--- src/rtl/plab2_proc_intr_agent.sv ---
// plab2_proc_intr_agent: queues core interrupt requests and runs the rq/ack/val handshake with the PIC.
// Define PLAB2_PROC_INTR_TIMEOUT_EN to enable the grant-wait timeout with sticky err and retry.
module plab2_proc_intr_agent #(
  parameter int FIFO_DEPTH = 2,
  parameter int TIMEOUT    = 8
) (
  input  logic       clk,
  input  logic       reset,
  input  logic       core_req_val,
  output logic       core_req_rdy,
  input  logic [3:0] core_req_id,
  input  logic       prio_hi,
  output logic       intr_rq,
  output logic       intr_set,
  input  logic       intr_ack,
  input  logic       intr_val,
  output logic       irq_val,
  output logic [3:0] irq_id,
  input  logic       irq_rdy,
  output logic       err
);
  localparam int PW = $clog2(FIFO_DEPTH);
  localparam int CW = PW + 1;
  typedef enum logic [2:0] {INIT, IDLE, REQ, WAITVAL, DELIVER} state_t;
  state_t state_q;
  logic [3:0] mem_q [FIFO_DEPTH];
  logic [PW-1:0] head_q, tail_q;
  logic [CW-1:0] count_q;
  logic full, empty, push, pop;
  assign full         = count_q == CW'(FIFO_DEPTH);
  assign empty        = count_q == '0;
  assign core_req_rdy = state_q != INIT && !full;
  assign push         = core_req_val && core_req_rdy;
  assign pop          = irq_val && irq_rdy;
  assign intr_set     = state_q == INIT && prio_hi;
  assign intr_rq      = state_q == REQ;
  assign irq_val      = state_q == DELIVER;
  assign irq_id       = irq_val ? mem_q[head_q] : 4'h0;
  always_ff @(posedge clk)
    if (push) mem_q[tail_q] <= core_req_id;
  // Depth is a power of two, so pointers wrap by natural overflow.
  always_ff @(posedge clk)
    if (reset) begin
      head_q  <= '0;
      tail_q  <= '0;
      count_q <= '0;
    end else begin
      if (push) tail_q <= tail_q + 1'b1;
      if (pop) head_q <= head_q + 1'b1;
      count_q <= count_q + CW'(push) - CW'(pop);
    end
`ifdef PLAB2_PROC_INTR_TIMEOUT_EN
  logic [3:0] cnt_q;
  logic       err_q;
  assign err = err_q;
  always_ff @(posedge clk)
    if (reset) begin
      state_q <= INIT;
      cnt_q   <= '0;
      err_q   <= 1'b0;
    end else
      case (state_q)
        INIT:    state_q <= IDLE;
        IDLE:    if (!empty) state_q <= REQ;
        REQ:     if (intr_ack) begin
                   state_q <= WAITVAL;
                   cnt_q   <= '0;
                 end
        WAITVAL: if (intr_val) state_q <= DELIVER;
                 else if (cnt_q == 4'(TIMEOUT - 1)) begin
                   err_q   <= 1'b1;
                   state_q <= REQ;
                 end else cnt_q <= cnt_q + 1'b1;
        DELIVER: if (irq_rdy) state_q <= IDLE;
        default: state_q <= INIT;
      endcase
`else
  assign err = 1'b0;
  always_ff @(posedge clk)
    if (reset) state_q <= INIT;
    else
      case (state_q)
        INIT:    state_q <= IDLE;
        IDLE:    if (!empty) state_q <= REQ;
        REQ:     if (intr_ack) state_q <= WAITVAL;
        WAITVAL: if (intr_val) state_q <= DELIVER;
        DELIVER: if (irq_rdy) state_q <= IDLE;
        default: state_q <= INIT;
      endcase
`endif
endmodule
--- config.mk ---
export PLATFORM = sky130hd
export DESIGN_NAME = plab2_proc_intr_agent
export DESIGN_NICKNAME = d
export VERILOG_FILES = /design/src/rtl/plab2_proc_intr_agent.sv
export SDC_FILE = /design/constraint.sdc
export NUM_CORES = 1
export LEC_CHECK = 0
export CAP_MARGIN = 20
export CORE_MARGIN = 2
export CORE_UTILIZATION = 45
export DETAILED_ROUTE_END_ITERATION = 12
export GPL_ROUTABILITY_DRIVEN = 0
export PLACE_DENSITY = 0.75
export SLEW_MARGIN = 20
export SYNTH_ARGS = -nofsm -noshare
export SYNTH_HDL_FRONTEND = slang
export SYNTH_SLANG_ARGS = --single-unit
--- constraint.sdc ---
create_clock -name clk -period 2.2 [get_ports clk]
set_input_delay 0.22 -clock clk [delete_from_list [all_inputs] [get_ports clk]]
set_output_delay 0.22 -clock clk [all_outputs]
set_load 0.05 [all_outputs]
==> flow_summary.ini, run 1 <==
[sta]
fin_crit_ns = 2.13
finalCritPeriodShare_pct = 96.8
layout_setup_ws_ns = 0.0705
setup_viol = 0
worstMarginPinSlew_ns = 0.499
clock_skew_ns = 0.000540
max_slew_margin_pct = 66.7
maxSlewViolCount = 0
fmax_mhz = 470
fin_tns_setup_ns = 0
hold_viol_final = 0
rsz0062_at_grt = no

[layout]
layout.nets = 103
antenna_cells = 0
drive_gt1_share_pct = 13.5
nFillCells = 136
area_growth_pct = 24.5

[outcome]
status = finished, final reports clean

[clocking]
cts_setup_buffers = 0
cts_tree = built
cts_sinks = 16
clk_path_buf_depth = 2
ctsRootBufferMaster = clkbuf_4
clk_pin_slew_worst_paths_ns = 0.09
cts_buffers = 3
insertion_delay_ns = 0.28
cts_max_level = 1

[routing]
vias = 520
vias_per_cell = 4.95
postRouteAntennaNets = 0
drt-pass1-iter-count = 3
drt_iter0_drc = 6
drt-met1-wl_um = 576
wl_met2_um = 588
top_layer = met3
drc = 0
routed_wl_mm = 1.20
route.met3.wl_um = 32
wl_per_cell_um = 11.4

[power]
seqPwrFrac_pct = 53.1
finalPower_mw = 0.699
pwr-share-clk_pct = 21.9
power.switching_mw = 0.208
swShare_pct = 29.7
internal_power_mw = 0.492
power_frac_comb_pct = 25.0
p_leak_nw = 0.396
powerDensity_nw_per_um2 = 729
ir_drop_mv = 0.378

[setup_path]
r2r-start = state_q[1]
critPathArrivalTime_ns = 1.91
worstPathCellList = nor3_2 -> and2_1 -> clkdlybuf4s50_1
cp_max_fo = 9
startpoint_type = flip-flop
slowest_stage = clkdlybuf4s50_1
worstSetupStartpoint = state_q[0]
max_stage_delay_ns = 0.79
cp-end-kind = output pin
critPathRequiredTime_ns = 1.98
critPathKind = flip-flop to output pin

[global_route]
grt_pass1_wl_mm = 2.04
grt_pass1_vias = 484
grt_overflow = 0
track_usage_pct = 14.1
grt_antenna_before_repair = 0
grt_max_degree = 11

[placement]
port_buffers = 18
post-dp-hpwl_um = 921
dpl_worst_slack_ns = 0.116

[synth]
synth_top_family_by_area = simple AND/OR/NAND/NOR gates
syn-cell-area_um2 = 771
synth_fa_ha_area_share_pct = 3.25
synth_cell_types = 27
synthCells = 72
ys_ff_latch = 16
yosys_warnings = 0
synth_xor_area_share_pct = 2.27
yosys.area_share.simple_pct = 21.3
synth_compound_area_share_pct = 3.73
synth_area_per_cell_um2 = 10.7
yosysSeqAreaShare_pct = 51.9
synth_fp_nets = 85
yosys-mux-area-fraction_pct = 9.74

[job]
cap_violations = 0

[floorplanning]
die_area_um2 = 2060
io_pins = 20
die_w_um = 45.4
die_y_um = 45.4
core_area_um2 = 1560
initial_utilization_pct = 49.4
fp-row-count = 14

[hold_path]
min-delay-path-class = input port to flip-flop
worstHoldStart = core_req_id[0]
[placed cells by master (no fill, tap or decap), types with 2 or more instances in the layout]
master           count
and2_1               2
buf_4                4
clkbuf_4             3
clkdlybuf4s50_1     14
dfxtp_1              7
edfxtp_1             8
ha_1                 2
inv_1                4
mux2i_1              6
nand2_1              3
nor2_1              13
nor2b_1              3
nor3_1               3
nor3b_1              2
[Yosys cell counts]
| master | count | area share [%] |
|---|---|---|
| o31ai_1 | 1 | 0.97 |
| dfxtp_1 | 8 | 21 |
| nor3_2 | 1 | 1.3 |
| inv_1 | 4 | 1.9 |
| a21oi_1 | 1 | 0.65 |
| or3b_4 | 1 | 1.5 |
| buf_1 | 1 | 0.49 |
| nor2b_1 | 3 | 2.4 |
| buf_6 | 1 | 1.5 |
| edfxtp_1 | 8 | 31 |
| xnor2_1 | 1 | 1.1 |
| buf_4 | 3 | 2.9 |
| conb_1 | 1 | 0.49 |
| xor2_1 | 1 | 1.1 |
| nand2_1 | 3 | 1.5 |
| nor3_1 | 3 | 1.9 |
| mux2_4 | 1 | 1.9 |
| nor3b_1 | 2 | 1.9 |
| a22o_1 | 1 | 1.1 |
| and4bb_2 | 1 | 1.6 |
| ha_1 | 2 | 3.2 |
| nand4b_1 | 1 | 1.1 |
| o21a_1 | 1 | 0.97 |
| and2_1 | 2 | 1.6 |
| mux2i_1 | 6 | 7.8 |
| clkbuf_1 | 1 | 0.49 |
| nor2_1 | 13 | 6.3 |
[worst paths after layout]
kind / end / slack (ns) / depth (start not counted)
worst max-delay path: intr_set / 0.07 / 3
worst max register to register: count_q[1] / 0.19 / 8
worst min register to register: head_q / 0.53 / 2
worst min-delay path: mem_q[0][0] / 0.52 / 1
[power by group through the flow]
stage,clock network (mW),registers (mW),logic [mW]
floorplan,0,0.361,0.147
global placement,0,0.376,0.173
detailed placement,0,0.377,0.177
CTS,0.160,0.370,0.177
global route,0.172,0.377,0.192
finish,0.153,0.371,0.175
[stage by stage]
| step | instance area [um^2] | utilization, % | hold slack (ns) | instances |
|---|---|---|---|---|
| after floorplan | 771 | - | 0.319 | 72 |
| after global placement | 930 | 59.6 | 0.497 | 101 |
| after detailed placement | 930 | 59.6 | 0.514 | 101 |
| after CTS | 956 | 61.3 | 0.512 | 105 |
| after global routing | 960 | 61.6 | 0.513 | 105 |
| final | 960 | 61.6 | 0.520 | 105 |
[final cells by class]
| type | instances | area, um^2 | share of cell area (%) |
|---|---|---|---|
| repair buffers | 19 | 183 | 19.0 |
| clock buffers | 3 | 22.5 | 2.35 |
| clock inverters | 1 | 3.75 | 0.391 |
| multi-input cells | 46 | 314 | 32.7 |
| inverters | 4 | 15.0 | 1.56 |
| well taps | 16 | 20.0 | 2.09 |
| flip-flops and latches | 16 | 402 | 41.9 |
[layer usage]
metal,global-route usage [%],vias up
met5,0,-
met1,19.9,238
met2,20.8,10
met3,1.19,0
li1,-,272
met4,8.82,0
[cell families (layout without fill, tap and decap cells)]
kind of cell,after synthesis,after routing
buffers and inverters,10,27
flip-flops,16,16
XOR/XNOR,2,2
other,1,1
AO/OA/AOI/OAI,4,4
AND/OR/NAND/NOR,30,30
adder cells (fa/ha/maj),2,2
multiplexers,7,7
[what timing repair did]
action,CTS,global route
resized for setup,0,2
hold buffers,0,0
endpoints found under the setup margin,0,4
[worst max-delay path, delay by kind of cell (launching register included)]
| family | cells | cell delay, ns |
|---|---|---|
| flops | 1 | 0.38 |
| simple gates | 2 | 0.46 |
| buf+inv | 1 | 0.79 |
[registers in the layout, indices dropped and copies added (netlist names), named ones only]
name	cells
mem_q	8
state_q	3
count_q	2
head_q	1
tail_q	1
(Power assumes the default switching activity.)
==> run 2: changes to the inputs <==
--- a/config.mk
+++ b/config.mk
@@ -6,11 +6,11 @@
 export NUM_CORES = 1
 export LEC_CHECK = 0
 export CAP_MARGIN = 20
-export CORE_MARGIN = 2
-export CORE_UTILIZATION = 45
+export CORE_UTILIZATION = 40
+export CTS_BUF_LIST = sky130_fd_sc_hd__clkbuf_4 sky130_fd_sc_hd__clkbuf_8
 export DETAILED_ROUTE_END_ITERATION = 12
 export GPL_ROUTABILITY_DRIVEN = 0
-export PLACE_DENSITY = 0.75
+export PLACE_DENSITY = 0.68
 export SLEW_MARGIN = 20
 export SYNTH_ARGS = -nofsm -noshare
 export SYNTH_HDL_FRONTEND = slang
==> flow_summary.ini, run 2 (synthesis results as in run 1) <==
[outcome]
status = finished, final reports clean

[floorplanning]
initial_utilization_pct = 43.7
die_w_um = 45.9
io_pins = 20
die_area_um2 = 2110
die_y_um = 45.9
fp-row-count = 15
core_area_um2 = 1760

[sta]
max_slew_margin_pct = 66.2
hold_viol_final = 0
fin_crit_ns = 2.08
finalCritPeriodShare_pct = 94.3
worstMarginPinSlew_ns = 0.507
rsz0062_at_grt = no
maxSlewViolCount = 0
setup_viol = 0
clock_skew_ns = 0.00276
fin_tns_setup_ns = 0
fmax_mhz = 482
layout_setup_ws_ns = 0.125

[routing]
wl_per_cell_um = 10.9
postRouteAntennaNets = 0
drt_iter0_drc = 9
vias_per_cell = 4.70
vias = 541
routed_wl_mm = 1.25
drt-pass1-iter-count = 3
drc = 0

[layout]
regMostFlops = mem_q
nFillCells = 174
largest_reg_flops = 8
stdcell_count = 115
final_cell_mix = clkdlybuf4s50_1, nor2_1, edfxtp_1
antenna_cells = 0
area_growth_pct = 26.9
layout.nets = 104
reg_top3 = mem_q x8, state_q x3, count_q x2
drive_gt1_share_pct = 14.4
layout_commonest_cell = clkdlybuf4s50_1

[power]
finalPower_mw = 0.708
ir_drop_mv = 0.416
p_leak_nw = 0.396
powerDensity_nw_per_um2 = 724

[setup_path]
worstPathCellList = nor2_1 -> nand2_1 -> nor2_1 -> clkdlybuf4s50_1
critPathKind = flip-flop to output pin
slowest_stage = clkdlybuf4s50_1
reg2reg_to = count_q[1]
ff2ff_setup_slack_ns = 0.26
critPathRequiredTime_ns = 1.98
cpMostUsedCell = nor2_1
cp_max_fo = 8
r2r-start = state_q[1]
ff2ff_path_depth = 8
crit_family = buffers and inverters
cp-end-kind = output pin
max_stage_delay_ns = 0.80
critPathArrivalTime_ns = 1.86
crit_buf_inv = 1
startpoint_type = flip-flop

[hold_path]
min_to = mem_q[1][1]
min-delay-path-class = input port to flip-flop
whs_path_depth = 1
worstHoldStart = core_req_id[1]

[clocking]
clk_pin_slew_worst_paths_ns = 0.09
cts_sinks = 16
cts_max_level = 1
clk_path_buf_depth = 2
insertion_delay_ns = 0.28
cts_buffers = 3
cts_setup_buffers = 0
ctsRootBufferMaster = clkbuf_4
cts_tree = built

[placement]
placed_cells = 111
dpl_worst_slack_ns = 0.0959
port_buffers = 18
post-dp-hpwl_um = 955

[global_route]
grt_pass1_wl_mm = 1.99
grt_overflow = 0
grt_antenna_before_repair = 0
track_usage_pct = 14.3
grt_pass1_vias = 457
grt_max_degree = 11

[job]
cap_violations = 0
[run 2: where the power goes]
part | switching (mW) | internal, mW
Combinational | 0.101 | 0.0859
Sequential | 0.0210 | 0.344
Clock | 0.0903 | 0.0657
[run 2: worst max path at each step]
stage / start / endpoint / cells after the start
after floorplan: state_q[0] / count_q[1] / 9
after global placement: core_req_val / count_q[1] / 8
after detailed placement: core_req_val / count_q[1] / 8
after CTS: state_q[1] / intr_set / 3
after global routing: state_q[1] / irq_id[3] / 4
final: state_q[1] / irq_id[3] / 4
[run 2: cell type report]
cell class / instances / area [um^2] / area share, %
flip-flops and latches: 16 / 402 / 41.0
multi-input cells: 46 / 314 / 32.1
repair buffers: 20 / 190 / 19.4
well taps: 25 / 31.3 / 3.20
clock buffers: 3 / 22.5 / 2.30
inverters: 4 / 15.0 / 1.53
clock inverters: 1 / 3.75 / 0.384
[run 2: layer usage]
metal  part of all wire (%)  GRT usage, %  up-vias
met5                      0             0        -
met4                   0.96          8.82        0
met3                    3.0          4.76        2
met2                     48          20.0       11
met1                     48          18.7      250
li1                       -             -      278
[run 2: timing repair]
item | CTS | global route
gates resized for setup | 0 | 2
hold buffers | 0 | 0
setup endpoints to repair | 0 | 3
hold endpoints to repair | 0 | 0
[run 2: metrics by stage]
step	util [%]	cell area [um^2]	hold slack (ns)
3_5_place_dp	53.8	948	0.534
4_1_cts	55.2	975	0.512
5_1_grt	55.5	978	0.499
2_1_floorplan	-	771	0.319
3_3_place_gp	53.8	948	0.497
6_report	55.5	978	0.519
==> RTL edit 1, RTL diff (flow settings as in run 2) <==
Encoding of `state_t`: now one-hot (5 bits for 5 states).
--- a/src/rtl/plab2_proc_intr_agent.sv
+++ b/src/rtl/plab2_proc_intr_agent.sv
@@ -22,5 +22,5 @@
   localparam int PW = $clog2(FIFO_DEPTH);
   localparam int CW = PW + 1;
-  typedef enum logic [2:0] {INIT, IDLE, REQ, WAITVAL, DELIVER} state_t;
+  typedef enum logic [4:0] {INIT = 5'b00001, IDLE = 5'b00010, REQ = 5'b00100, WAITVAL = 5'b01000, DELIVER = 5'b10000} state_t;
   state_t state_q;
   logic [3:0] mem_q [FIFO_DEPTH];
Behaviour: same outputs for any inputs over 10 cycles, from zero or initial values and one cycle with reset high; not proved beyond that.
==> RTL edit 1 against run 2 <==
  * Total power grew 38%
  * Final area is 20% higher
  * Worst setup slack better by 0.090 ns
  * Sequential power up 25%
  * Area after synthesis grew 21%
  * Critical path depth up 5
  * Sequential cell count grew 2
  * Largest cell class unchanged
  * Wire length grew 47%
==> RTL edit 1: results (changes against run 2) <==
{
  "detail_route.vias_per_cell": {"value": 5.25, "change": "+12%"},
  "grt_first_pass_wirelength": {"value": 3250, "unit": "um", "change": "+63%"},
  "routed-wl-met3": {"value": 56, "unit": "um", "change": "+47%"},
  "final_layout_size_suffix_gt1_frac": {"value": 0.188, "change": "+0.0436"},
  "synth_seq_cells": {"value": 18, "change": "+2"},
  "multiInputGateArea": {"value": 435, "unit": "um^2", "change": "+39%"},
  "n_multi_input_combinational_cell": {"value": 66, "change": "+43%"},
  "gr-usage-met2": {"value": 0.313, "change": "+0.113"},
  "overall_via_count_from_detail_route": {"value": 761, "change": "+41%"},
  "reg2reg_depth": {"value": 9, "change": "+1"},
  "synthDistinctLibCells": {"value": 36, "change": "+33%"},
  "clk_buf_instances": {"value": 4, "change": "+1"},
  "power_switching_share": {"value": 0.337, "change": "+0.0365"},
  "netlist_top_cells_count": {"value": "sky130_fd_sc_hd__nor2_1 (13), sky130_fd_sc_hd__dfxtp_1 (10), sky130_fd_sc_hd__edfxtp_1 (8)"},
  "reg2reg_from": {"value": "state_q[3]"},
  "dp.final_hpwl": {"value": 1420, "unit": "um", "change": "+49%"},
  "met2WireLength": {"value": 971, "unit": "um", "change": "+62%"},
  "cp_slowest_stage_delay": {"value": 0.45, "unit": "ns", "change": "-0.35 ns"},
  "status": {"value": "complete, no violations"},
  "met1_usage": {"value": 0.188, "change": "+0.000933"},
  "power.clock.fraction": {"value": 0.202, "change": "-0.018"},
  "power_sequential": {"value": 456, "unit": "uW", "change": "+25%"},
  "syn_area_per_cell": {"value": 9.81, "unit": "um^2", "change": "-8.3%"},
  "clkCellAreaFrac": {"value": 0.0309, "change": "+0.00400"},
  "tightestPinTransition": {"value": 0.503, "unit": "ns", "change": "-0.00313 ns"}
}
RTL edit 1: cells by family after synthesis:
group | after synthesis | synth area share
buf+inv | 11 | 0.0604
xor+xnor | 3 | 0.0282
flops | 18 | 0.472
mux | 5 | 0.0550
other cells | 1 | 0.00402
simple gates | 43 | 0.262
compound gates | 12 | 0.0913
fa+ha+maj | 2 | 0.0268
RTL edit 1: what timing repair did:
action | in CTS | in global routing
setup endpoints to repair | 0 | 1
buffers inserted | 0 | 0
resized for setup | 0 | 1
RTL edit 1: worst max path at each step:
stage                 start         end  slack [ns]  cells past startpoint
3_5_place_dp   core_req_val  count_q[1]        0.13                     10
2_1_floorplan    state_q[4]  count_q[1]        0.26                      9
5_1_grt          state_q[3]  count_q[1]        0.04                      9
6_report         state_q[3]  count_q[1]        0.21                      9
3_3_place_gp   core_req_val  count_q[1]        0.23                     10
4_1_cts          state_q[4]     intr_rq        0.01                      3
==> RTL edit 2, RTL diff (settings of run 2) <==
Made on the original files. `FIFO_DEPTH`: 2 -> 8.
--- a/src/rtl/plab2_proc_intr_agent.sv
+++ b/src/rtl/plab2_proc_intr_agent.sv
@@ -2,5 +2,5 @@
 // Define PLAB2_PROC_INTR_TIMEOUT_EN to enable the grant-wait timeout with sticky err and retry.
 module plab2_proc_intr_agent #(
-  parameter int FIFO_DEPTH = 2,
+  parameter int FIFO_DEPTH = 8,
   parameter int TIMEOUT    = 8
 ) (
Behaviour: not the same (a bounded check fails within 4 cycles, from zero or initial values and one cycle with reset high).
==> RTL edit 2 against run 2 <==
  * Critical path depth increased by 7
  * Largest power group unchanged
  * Fmax decreased by 0.63%
  * Clock skew up 0.0043 ns
  * Worst hold slack improved by 0.049 ns
  * Final area grew to 2.7 times the old value
  * Die area rose to 2.7 times the old value
  * Count of clock-buffer cells in the layout up 2
  * Sequential share of layout area rose by 7.9 points
  * Total power increased to 3.2 times the old value
  * Area after synthesis rose to 2.8 times the old value
  * Sequential cell count grew 32
  * First-iteration DRC count rose to 8.8 times the old value
  * Wire length rose to 3.1 times the old value
  * Worst setup slack lost 0.013 ns
==> RTL edit 2: results (changes against run 2) <==
{
  "status": {"value": "complete, no violations"},
  "worst_skew_pair.late_latency": {"value": 0.30, "unit": "ns", "change": "+0.02 ns"},
  "drt-pass1-iter-count": {"value": 4, "change": "+1"},
  "netlist_top_cells_count": {"value": "sky130_fd_sc_hd__edfxtp_1 (32), sky130_fd_sc_hd__dfxtp_1 (16), sky130_fd_sc_hd__inv_1 (10), sky130_fd_sc_hd__nor2_1 (10)"},
  "synth_xor_area_frac": {"value": 0.00821, "change": "-0.0145"},
  "capture_instance_of_the_worst_register_to_register_path": {"value": "count_q[3]"},
  "signal_buffer_area_fraction": {"value": 0.115, "change": "-0.0798"},
  "power-per-cell-area": {"value": 871, "unit": "mW/mm^2", "change": "+20%"},
  "timing.hold.worst.class": {"value": "reg -> reg"},
  "critical-path-top-delay-family": {"value": "adder cells"},
  "layout.cells.non_filler": {"value": 260, "change": "+130%"},
  "peakVddDrop": {"value": 0.000457, "unit": "V", "change": "+9.7%"},
  "top_regs": {"value": "mem_q x32, count_q x4"},
  "dp_slack": {"value": -0.174, "unit": "ns", "change": "-0.270 ns"},
  "syn-num-nets": {"value": 175, "change": "+110%"},
  "cp_max_fo": {"value": 2, "change": "-6"},
  "cellLeakagePower": {"value": 0.952, "unit": "nW", "change": "+140%"},
  "met1_usage": {"value": 0.182, "change": "-0.00467"},
  "cts_htree_levels": {"value": 2, "change": "+1"},
  "worst_case_clock_skew": {"value": 0.00703, "unit": "ns", "change": "+0.00428 ns"},
  "dp.final_hpwl": {"value": 2860, "unit": "um", "change": "+200%"},
  "globalRouteTotalUtil": {"value": 0.157, "change": "+0.0147"},
  "worstHoldPathCells": {"value": 2, "change": "+1"},
  "synthDistinctLibCells": {"value": 42, "change": "+56%"},
  "synthTopCellsByArea": {"value": "sky130_fd_sc_hd__edfxtp_1 (45%), sky130_fd_sc_hd__dfxtp_1 (15%), sky130_fd_sc_hd__mux4_2 (8.4%), sky130_fd_sc_hd__ha_1 (4.7%), sky130_fd_sc_hd__inv_1 (1.8%)"},
  "hold_slack": {"value": 0.567, "unit": "ns", "change": "+0.0485 ns"},
  "gr-usage-met2": {"value": 0.289, "change": "+0.0893"},
  "placement.cell_area": {"value": 0.00245, "unit": "mm^2", "change": "+160%"},
  "clkCellAreaFrac": {"value": 0.0439, "change": "+0.0171"},
  "maximum_number_of_pins_on_one_net_before_global_route_repair": {"value": 18, "change": "+7"},
  "final.signal_buffer_count": {"value": 36, "change": "+80%"},
  "worstHoldEndpoint": {"value": "tail_q[2]"}
}
==> RTL edit 2: cell count changes after synthesis, moves of 3 or more <==
cell,change
sky130_fd_sc_hd__nor3_1,+4
sky130_fd_sc_hd__mux4_2,+8
sky130_fd_sc_hd__nor2_1,-3
sky130_fd_sc_hd__a22o_1,+3
sky130_fd_sc_hd__nand3_1,+4
sky130_fd_sc_hd__edfxtp_1,+24
sky130_fd_sc_hd__ha_1,+6
sky130_fd_sc_hd__dfxtp_1,+8
sky130_fd_sc_hd__mux2i_1,-5
sky130_fd_sc_hd__a21oi_1,+4
sky130_fd_sc_hd__nand2b_1,+3
sky130_fd_sc_hd__inv_1,+6
==> RTL edit 2: timing repair <==
item | CTS | global route
pin swaps | 3 | 5
buffers inserted | 1 | 0
gates resized for setup | 7 | 6
setup endpoints to repair | 2 | 8
hold buffers | 0 | 0
